**src/rtl/fs_mult_pkg.sv**
```systemverilog
// Shared types and sizing helpers for the sequential Ferrari-Stefanelli multiplier.
package fs_mult_pkg;

  typedef enum logic [1:0] {
    StIdle,
    StRun,
    StDone
  } state_e;

  localparam int unsigned DIGIT_W = 2;

  // Digit counter width: enough to index WIDTH/2 digits, never zero bits wide.
  function automatic int unsigned cnt_width(input int unsigned width);
    int unsigned w;
    w = $clog2(width / 2);
    return (w < 1) ? 1 : w;
  endfunction

endpackage

```
**src/rtl/fs_digit_mult.sv**
```systemverilog
// Combinational multiplicand x 2-bit digit product, the 2x2 Ferrari-Stefanelli cell
// generalised across the multiplicand as a shift/add of a and 2a.
module fs_digit_mult
  import fs_mult_pkg::*;
#(
  parameter int unsigned WIDTH = 8
) (
  input  logic [WIDTH-1:0]   a,
  input  logic [DIGIT_W-1:0] d,
  output logic [WIDTH+1:0]   pp
);

  logic [WIDTH+1:0] a_1x;
  logic [WIDTH+1:0] a_2x;

  always_comb begin
    a_1x = d[0] ? {2'b00, a} : '0;
    a_2x = d[1] ? {1'b0, a, 1'b0} : '0;
    pp   = a_1x + a_2x;
  end

endmodule

```
**src/rtl/fs_seq_multiplier.sv**
```systemverilog
// Sequential unsigned multiplier retiring one 2-bit multiplier digit per clock, with
// start/busy/done handshake, optional accumulate and sticky overflow.
module fs_seq_multiplier
  import fs_mult_pkg::*;
#(
  parameter int unsigned WIDTH = 8
) (
  input  logic                 clk,
  input  logic                 rst_n,
  input  logic                 start,
  input  logic                 acc_en,
  input  logic [WIDTH-1:0]     a,
  input  logic [WIDTH-1:0]     b,
  output logic                 busy,
  output logic                 done,
  output logic [2*WIDTH-1:0]   product,
  output logic                 ovf
);

  localparam int unsigned PW   = 2 * WIDTH;
  localparam int unsigned CntW = cnt_width(WIDTH);
  localparam logic [CntW-1:0] LastCnt = CntW'(WIDTH / 2 - 1);

  state_e            state_q;
  logic [CntW-1:0]   cnt_q;
  logic [WIDTH-1:0]  a_q;
  logic [WIDTH-1:0]  b_q;
  logic              acc_q;

  logic [DIGIT_W-1:0] digit;
  logic [WIDTH+1:0]   pp;
  logic [PW-1:0]      pp_shift;
  logic [PW:0]        sum;

  fs_digit_mult #(
    .WIDTH (WIDTH)
  ) u_digit_mult (
    .a  (a_q),
    .d  (digit),
    .pp (pp)
  );

  // Digit n sits at bit 2n of b; its partial product is weighted by 4^n.
  always_comb begin
    digit    = DIGIT_W'(b_q >> {cnt_q, 1'b0});
    pp_shift = PW'(pp) << {cnt_q, 1'b0};
    sum      = {1'b0, product} + {1'b0, pp_shift};
  end

  always_ff @(posedge clk or negedge rst_n) begin
    if (!rst_n) begin
      state_q <= StIdle;
      cnt_q   <= '0;
      a_q     <= '0;
      b_q     <= '0;
      acc_q   <= 1'b0;
      product <= '0;
      busy    <= 1'b0;
      done    <= 1'b0;
      ovf     <= 1'b0;
    end else begin
      unique case (state_q)
        StIdle, StDone: begin
          done <= 1'b0;
          if (start) begin
            a_q     <= a;
            b_q     <= b;
            acc_q   <= acc_en;
            cnt_q   <= '0;
            ovf     <= 1'b0;
            busy    <= 1'b1;
            state_q <= StRun;
            if (!acc_en) begin
              product <= '0;
            end
          end else begin
            state_q <= StIdle;
          end
        end
        StRun: begin
          product <= sum[PW-1:0];
          // Without accumulate a*b always fits, so only an accumulating op can overflow.
          if (sum[PW] && acc_q) begin
            ovf <= 1'b1;
          end
          cnt_q <= cnt_q + 1'b1;
          if (cnt_q == LastCnt) begin
            busy    <= 1'b0;
            done    <= 1'b1;
            state_q <= StDone;
          end
        end
        default: begin
          busy    <= 1'b0;
          done    <= 1'b0;
          state_q <= StIdle;
        end
      endcase
    end
  end

endmodule

```
**config.mk**
```make
export PLATFORM = sky130hd
export DESIGN_NAME = fs_seq_multiplier
export DESIGN_NICKNAME = d
export VERILOG_FILES = /design/src/rtl/fs_mult_pkg.sv /design/src/rtl/fs_digit_mult.sv /design/src/rtl/fs_seq_multiplier.sv
export SDC_FILE = /design/constraint.sdc
export NUM_CORES = 1
export LEC_CHECK = 0
export CORE_UTILIZATION = 60
export CTS_BUF_LIST = sky130_fd_sc_hd__clkbuf_4
export CTS_CLUSTER_DIAMETER = 40
export CTS_CLUSTER_SIZE = 10
export DETAILED_ROUTE_END_ITERATION = 8
export HOLD_SLACK_MARGIN = 0.08
export MAX_ROUTING_LAYER = met4
export PLACE_DENSITY = 0.86
export SLEW_MARGIN = 30
export SYNTH_ARGS = -nofsm -noshare
export SYNTH_HDL_FRONTEND = slang
export SYNTH_HIERARCHICAL = 1
export SYNTH_SLANG_ARGS = --single-unit
```
**constraint.sdc**
```tcl
create_clock -name clk -period 8.85 [get_ports clk]
set_input_delay 1.3275 -clock clk [delete_from_list [all_inputs] [get_ports clk]]
set_output_delay 1.3275 -clock clk [all_outputs]
set_load 0.05 [all_outputs]
```
# Yosys cells after proc, flatten, opt, wreduce, memory -nomap -nowiden
# Index checks and enable logic that the tools add are counted.
# word_totals
wordCells,48
out_inout_bits,19
regBits,40
input_bits,20
# op_classes
n_eq_ne,7
n_reduce_logical,9
shift,2
addsub,3
mux,18
# ops
op,count
two-way mux 16 bit,2
case mux 16 bit (2 select lines),1
adder 16 x 16 -> 17 bit,1
left shift 10 x 3 -> 16 bit,1
adder 10 bit,1
two-way mux 9 bit,1
two-way mux 8 bit,1
!= test 2 bit (second input constant),4
case mux 2 bit (2 select lines),2
right shift 8 x 3 -> 2 bit,1
two-way mux 1 bit,7
AND reduction 2 bit,3
AND reduction 3 bit,2
equality test 2 bit (second input constant),2
two-way mux 2 bit,2
case mux 1 bit (2 select lines),2
adder 2 x 1 -> 2 bit (second input constant),1
equality test 2 x 1 -> 1 bit (second input constant),1
logical NOT 2 bit,1
nonzero test 2 bit,1
OR reduction 2 bit,1
logical AND 1 bit,1

# Depth between registers and ports, before layout
# logic_depth
word_depth,8
depth_mapped,19
depth_no_buf,17

# Cells and area by module
# The synthesis kept the hierarchy.
# modules_own_cells
module,cells_per_inst,seq_area_each_um2,area_per_inst_um2,instances
fs_seq_multiplier,283,975.9,2511.2,1
fs_digit_mult,52,0.0,404.1,1

# Worst setup path after synthesis
# Ideal clock, no wire load.
# synth_path
path_kind,flip-flop to flip-flop
from,register cnt_q[0]
to,register product[15]
synth_period_minus_slack_ns,4.447
stages_incl_launch_ff,19
arrival_ns,4.377
setup_time_ns,0.070
required_ns,8.780
setup_slack_ns,4.403
path_cell_list,dfrtp_1 > clkbuf_1 > mux4_2 > and2_1 > ha_1 > fa_1 > a21o_1 > a311o_1 > a221oi_2 > mux2i_1 > a21oi_1 > ha_1 > clkbuf_1 > o21a_1 > o211ai_1 > nand2_1 > o31ai_2 > or4_1 > nand3_1
# synth_via
elab_chain_cells,6
# synth_lines
item,line,source
from (decl),fs_seq_multiplier.sv:25,logic [CntW-1:0] cnt_q;
from (signal assigned),fs_seq_multiplier.sv:86,cnt_q <= cnt_q + 1'b1;
right shift 8 x 3 -> 2 bit,fs_seq_multiplier.sv:45,"digit = DIGIT_W'(b_q >> {cnt_q, 1'b0});"
net digit[0],fs_seq_multiplier.sv:30,logic [DIGIT_W-1:0] digit;
two-way mux 8 bit,fs_digit_mult.sv:17,"a_1x = d[0] ? {2'b00, a} : '0;"
adder 10 bit,fs_digit_mult.sv:19,pp = a_1x + a_2x;
net pp[7],fs_seq_multiplier.sv:31,logic [WIDTH+1:0] pp;
left shift 10 x 3 -> 16 bit,fs_seq_multiplier.sv:46,"pp_shift = PW'(pp) << {cnt_q, 1'b0};"
adder 16 x 16 -> 17 bit,fs_seq_multiplier.sv:47,"sum = {1'b0, product} + {1'b0, pp_shift};"
case mux 16 bit (2 select lines),fs_seq_multiplier.sv:62,unique case (state_q)
to (signal assigned),fs_seq_multiplier.sv:81,product <= sum[PW-1:0];
to (decl),fs_seq_multiplier.sv:16,"output logic [2*WIDTH-1:0] product,"
# The timed path passes the listed nets, and every way through them passes these cells.
# A chain may end at the register's enable or synchronous reset.

# Worst setup path in the final report
# layout_path
from,register cnt_q[0]
to,register product[15]
# layout_via
elab_chain_cells,6
# layout_lines
item,line,source
right shift 8 x 3 -> 2 bit,fs_seq_multiplier.sv:45,
net digit[1],fs_seq_multiplier.sv:30,
two-way mux 9 bit,fs_digit_mult.sv:18,"a_2x = d[1] ? {1'b0, a, 1'b0} : '0;"
adder 10 bit,fs_digit_mult.sv:19,
net pp[7],fs_seq_multiplier.sv:31,
left shift 10 x 3 -> 16 bit,fs_seq_multiplier.sv:46,
adder 16 x 16 -> 17 bit,fs_seq_multiplier.sv:47,
case mux 16 bit (2 select lines),fs_seq_multiplier.sv:62,
# The timed path passes the listed nets, and every way through them passes these cells.

==> flow_summary.yaml <==
worst_setup_path:
  critical_path_depth: 15
  crit_start: "cnt_q[0]"
  rrSetupSlack_ps: 3620
  worst_ep_required_time_ps: 9150
  worstRegToRegCells: 15
  end_kind: "flip-flop"
  critPathKind: "reg -> reg"
  regToRegEndpoint: "product[15]"
  cp-endpoint: "product[15]"
  crit_chain: "mux4_2 > and2_1 > ha_1 > fa_1 > a21o_1 > a311o_1 > a221oi_2 > mux2i_1 > mux2i_1 > ha_1 > nand2_1 > o21ai_0 > o31ai_2 > or4_1 > nand3_1"
  cp_top_family: "compound AO/OA/AOI/OAI gates"
  cp_max_fo: 26
  max_stage_delay_ps: 920
  arrival_ps: 5530
  worst-path-buf-inv: 0
  rr_startpoint: "cnt_q[0]"
  critPathSlowestCell: "dfrtp_1"
  start_kind: "flip-flop"
logic_synthesis:
  ys_ff_latch: 39
  syn_area_um2: 2920
  synth_async_sr_flop_share: 1.00
  yosys_warnings: 6
  avgSynthCellArea_um2: 8.70
  synth_edf_count: 0
  syn_nets: 381
  synthFlopType: "dfrtp_1"
  ys_types: 55
  synth_seq_area_share: 0.335
  postSynthCellCount: 335
cts:
  clkLatencyLatePin_ps: 360
  cts_tree: "done"
  cts_max_level: 2
  post_cts_buffers: 0
  clockBufferDepth: 2
  cts_made_buffers: 5
  cts_resized: 0
  cts_num_sinks: 39
  ctsHoldBuffers: 0
  cts-root-buf: "clkbuf_4"
  path_clk_slew_ps: 130
grt:
  grt_overflow_total: 0
  grt_max_degree: 40
  grt_pass1_wl_um: 11100
  grt_pass1_vias: 2451
  antenna_found_initial: 0
  grtUsageTotal: 0.283
floorplanning:
  fp.dieW_um: 71.7
  io_pins: 39
  start_util: 0.647
  die_y_um: 71.7
  dieArea_um2: 5140
  rows: 24
  core-area_um2: 4500
cells_and_area:
  antenna-diode-count: 0
  fill_cells: 358
  syn2layout_area_growth_pct: 16.4
  layout-drive-gt1-share: 0.0681
  fin_nets: 412
sta:
  period_needed_ps: 5230
  setup_tns_ps: 0
  rsz0062_at_grt: "false"
  finalWorstSetupSlack_ps: 3620
  slew_headroom: 0.439
  worst_slew_pin_slew_ps: 841
  timing.final.crit_share: 0.591
  clock_skew_ps: 10.0
  finalMaxSlewViolations: 0
  max_freq_mhz: 191
  hold_viol_final: 0
  final-setup-viol-count: 0
detailed_routing:
  viasPerCell: 6.18
  drc: 0
  drtIter0Drc: 177
  wl_per_cell_um: 15.8
  detail-route-antenna-nets: 0
  routed-via-count: 2589
  drt-pass1-iter-count: 5
  wirelength_um: 6630
placement:
  io_buffers: 38
  dp_slack_ps: 3730
  gp_congestion: 0.995
  dp_hpwl_um: 4860
flow_run:
  drv_cap: 0
outcome:
  outcome: "completed"
hold_path:
  min_path_type: "reg -> reg"
## worst min path at each step
stage | start | endpoint | cells after the start
2_1_floorplan | b_q[4] | b_q[4] | 2
3_3_place_gp | b_q[3] | b_q[3] | 2
3_5_place_dp | b_q[0] | b_q[0] | 2
4_1_cts | b_q[0] | b_q[0] | 2
5_1_grt | a_q[0] | a_q[0] | 2
6_report | b_q[0] | b_q[0] | 2
## cells in the mapped netlist (all sizes together), types with 4 or more instances
| library cell | number | area [um^2] |
|---|---|---|
| a21o | 6 | 45.0 |
| a21oi | 18 | 93.8 |
| and2 | 17 | 106 |
| and3 | 5 | 32.5 |
| clkbuf | 11 | 41.3 |
| dfrtp | 39 | 976 |
| ha | 24 | 300 |
| inv | 4 | 15.0 |
| mux2i | 11 | 110 |
| nand2 | 80 | 300 |
| nor2 | 17 | 66.3 |
| nor2b | 6 | 37.5 |
| o211ai | 4 | 30.0 |
| o21a | 6 | 45.0 |
| o21ai | 22 | 110 |
| xnor2 | 6 | 52.6 |
| xor2 | 8 | 70.1 |
## state kept, by name (all words and copies together), names as in the netlist
name,cells
product,16
a_q,8
b_q,8
cnt_q,2
state_q,2
acc_q,1
busy,1
ovf,1
## worst reg2reg max path, cell delays in order (launching register included)
cell and delay, ps:
dfrtp_1 920, mux4_2 690, and2_1 180, ha_1 220
fa_1 410, a21o_1 220, a311o_1 370, a221oi_2 330
mux2i_1 150, mux2i_1 160, ha_1 260, nand2_1 80
o21ai_0 390, o31ai_2 170, or4_1 510, nand3_1 100
## layout by cell type (no fill, tap or decap), types with 2 or more instances in the layout
cell / synthesis / layout
nand2_1: 80 / 80
nand2b_1: 2 / 2
a22o_1: 3 / 3
inv_1: 4 / 4
a21o_1: 6 / 6
nand4_1: 3 / 3
a32o_1: 2 / 2
o21ai_0: 21 / 21
a21oi_1: 17 / 17
nor3b_1: 2 / 2
ha_1: 24 / 24
and3_1: 4 / 4
and2_1: 17 / 17
nor2_1: 16 / 15
xnor2_1: 6 / 6
xor2_1: 8 / 8
or3_1: 2 / 2
nor3_1: 3 / 3
dfrtp_1: 39 / 39
o21bai_1: 2 / 2
mux4_2: 2 / 2
fa_1: 2 / 2
clkbuf_4: 0 / 5
nor2_2: 1 / 2
nand3_1: 3 / 3
mux2_2: 2 / 2
nor2b_2: 0 / 2
nor2b_1: 6 / 4
o211ai_1: 4 / 4
clkdlybuf4s50_1: 0 / 37
o21a_1: 6 / 6
mux2i_1: 11 / 11
## through the flow
step,cell area (um^2),std cells,hold slack (ps),util
floorplan,2920,335,440,-
global placement,3300,411,461,0.733
finish,3390,419,504,0.753
CTS,3390,419,499,0.752
detailed placement,3310,411,468,0.734
global route,3390,419,536,0.753
## layer usage
metal,routed length (um),track usage
met4,95,0.0915
met5,0,-
met2,3070,0.426
met1,3100,0.388
met3,368,0.0534
## logic make-up after synthesis
| logic type | Yosys count | share of synthesized area |
|---|---|---|
| AO/OA/AOI/OAI | 81 | 0.200 |
| XOR/XNOR | 14 | 0.0421 |
| adder cells (fa/ha/maj) | 26 | 0.117 |
| buffers and inverters | 18 | 0.0236 |
| flip-flops | 39 | 0.335 |
| multiplexers | 15 | 0.0609 |
| AND/OR/NAND/NOR | 142 | 0.222 |
## final cells by class
class,instances,area (um^2),area share
multi-input cells,278,1880,0.553
flip-flops and latches,39,976,0.288
inverters,4,15.0,0.00442
clock inverters,3,43.8,0.0129
well taps,52,65.1,0.0192
clock buffers,5,37.5,0.0111
repair buffers,38,378,0.111
Power is not shown: default switching activity piles up to over one toggle a cycle in this logic, so the estimate is an artifact.
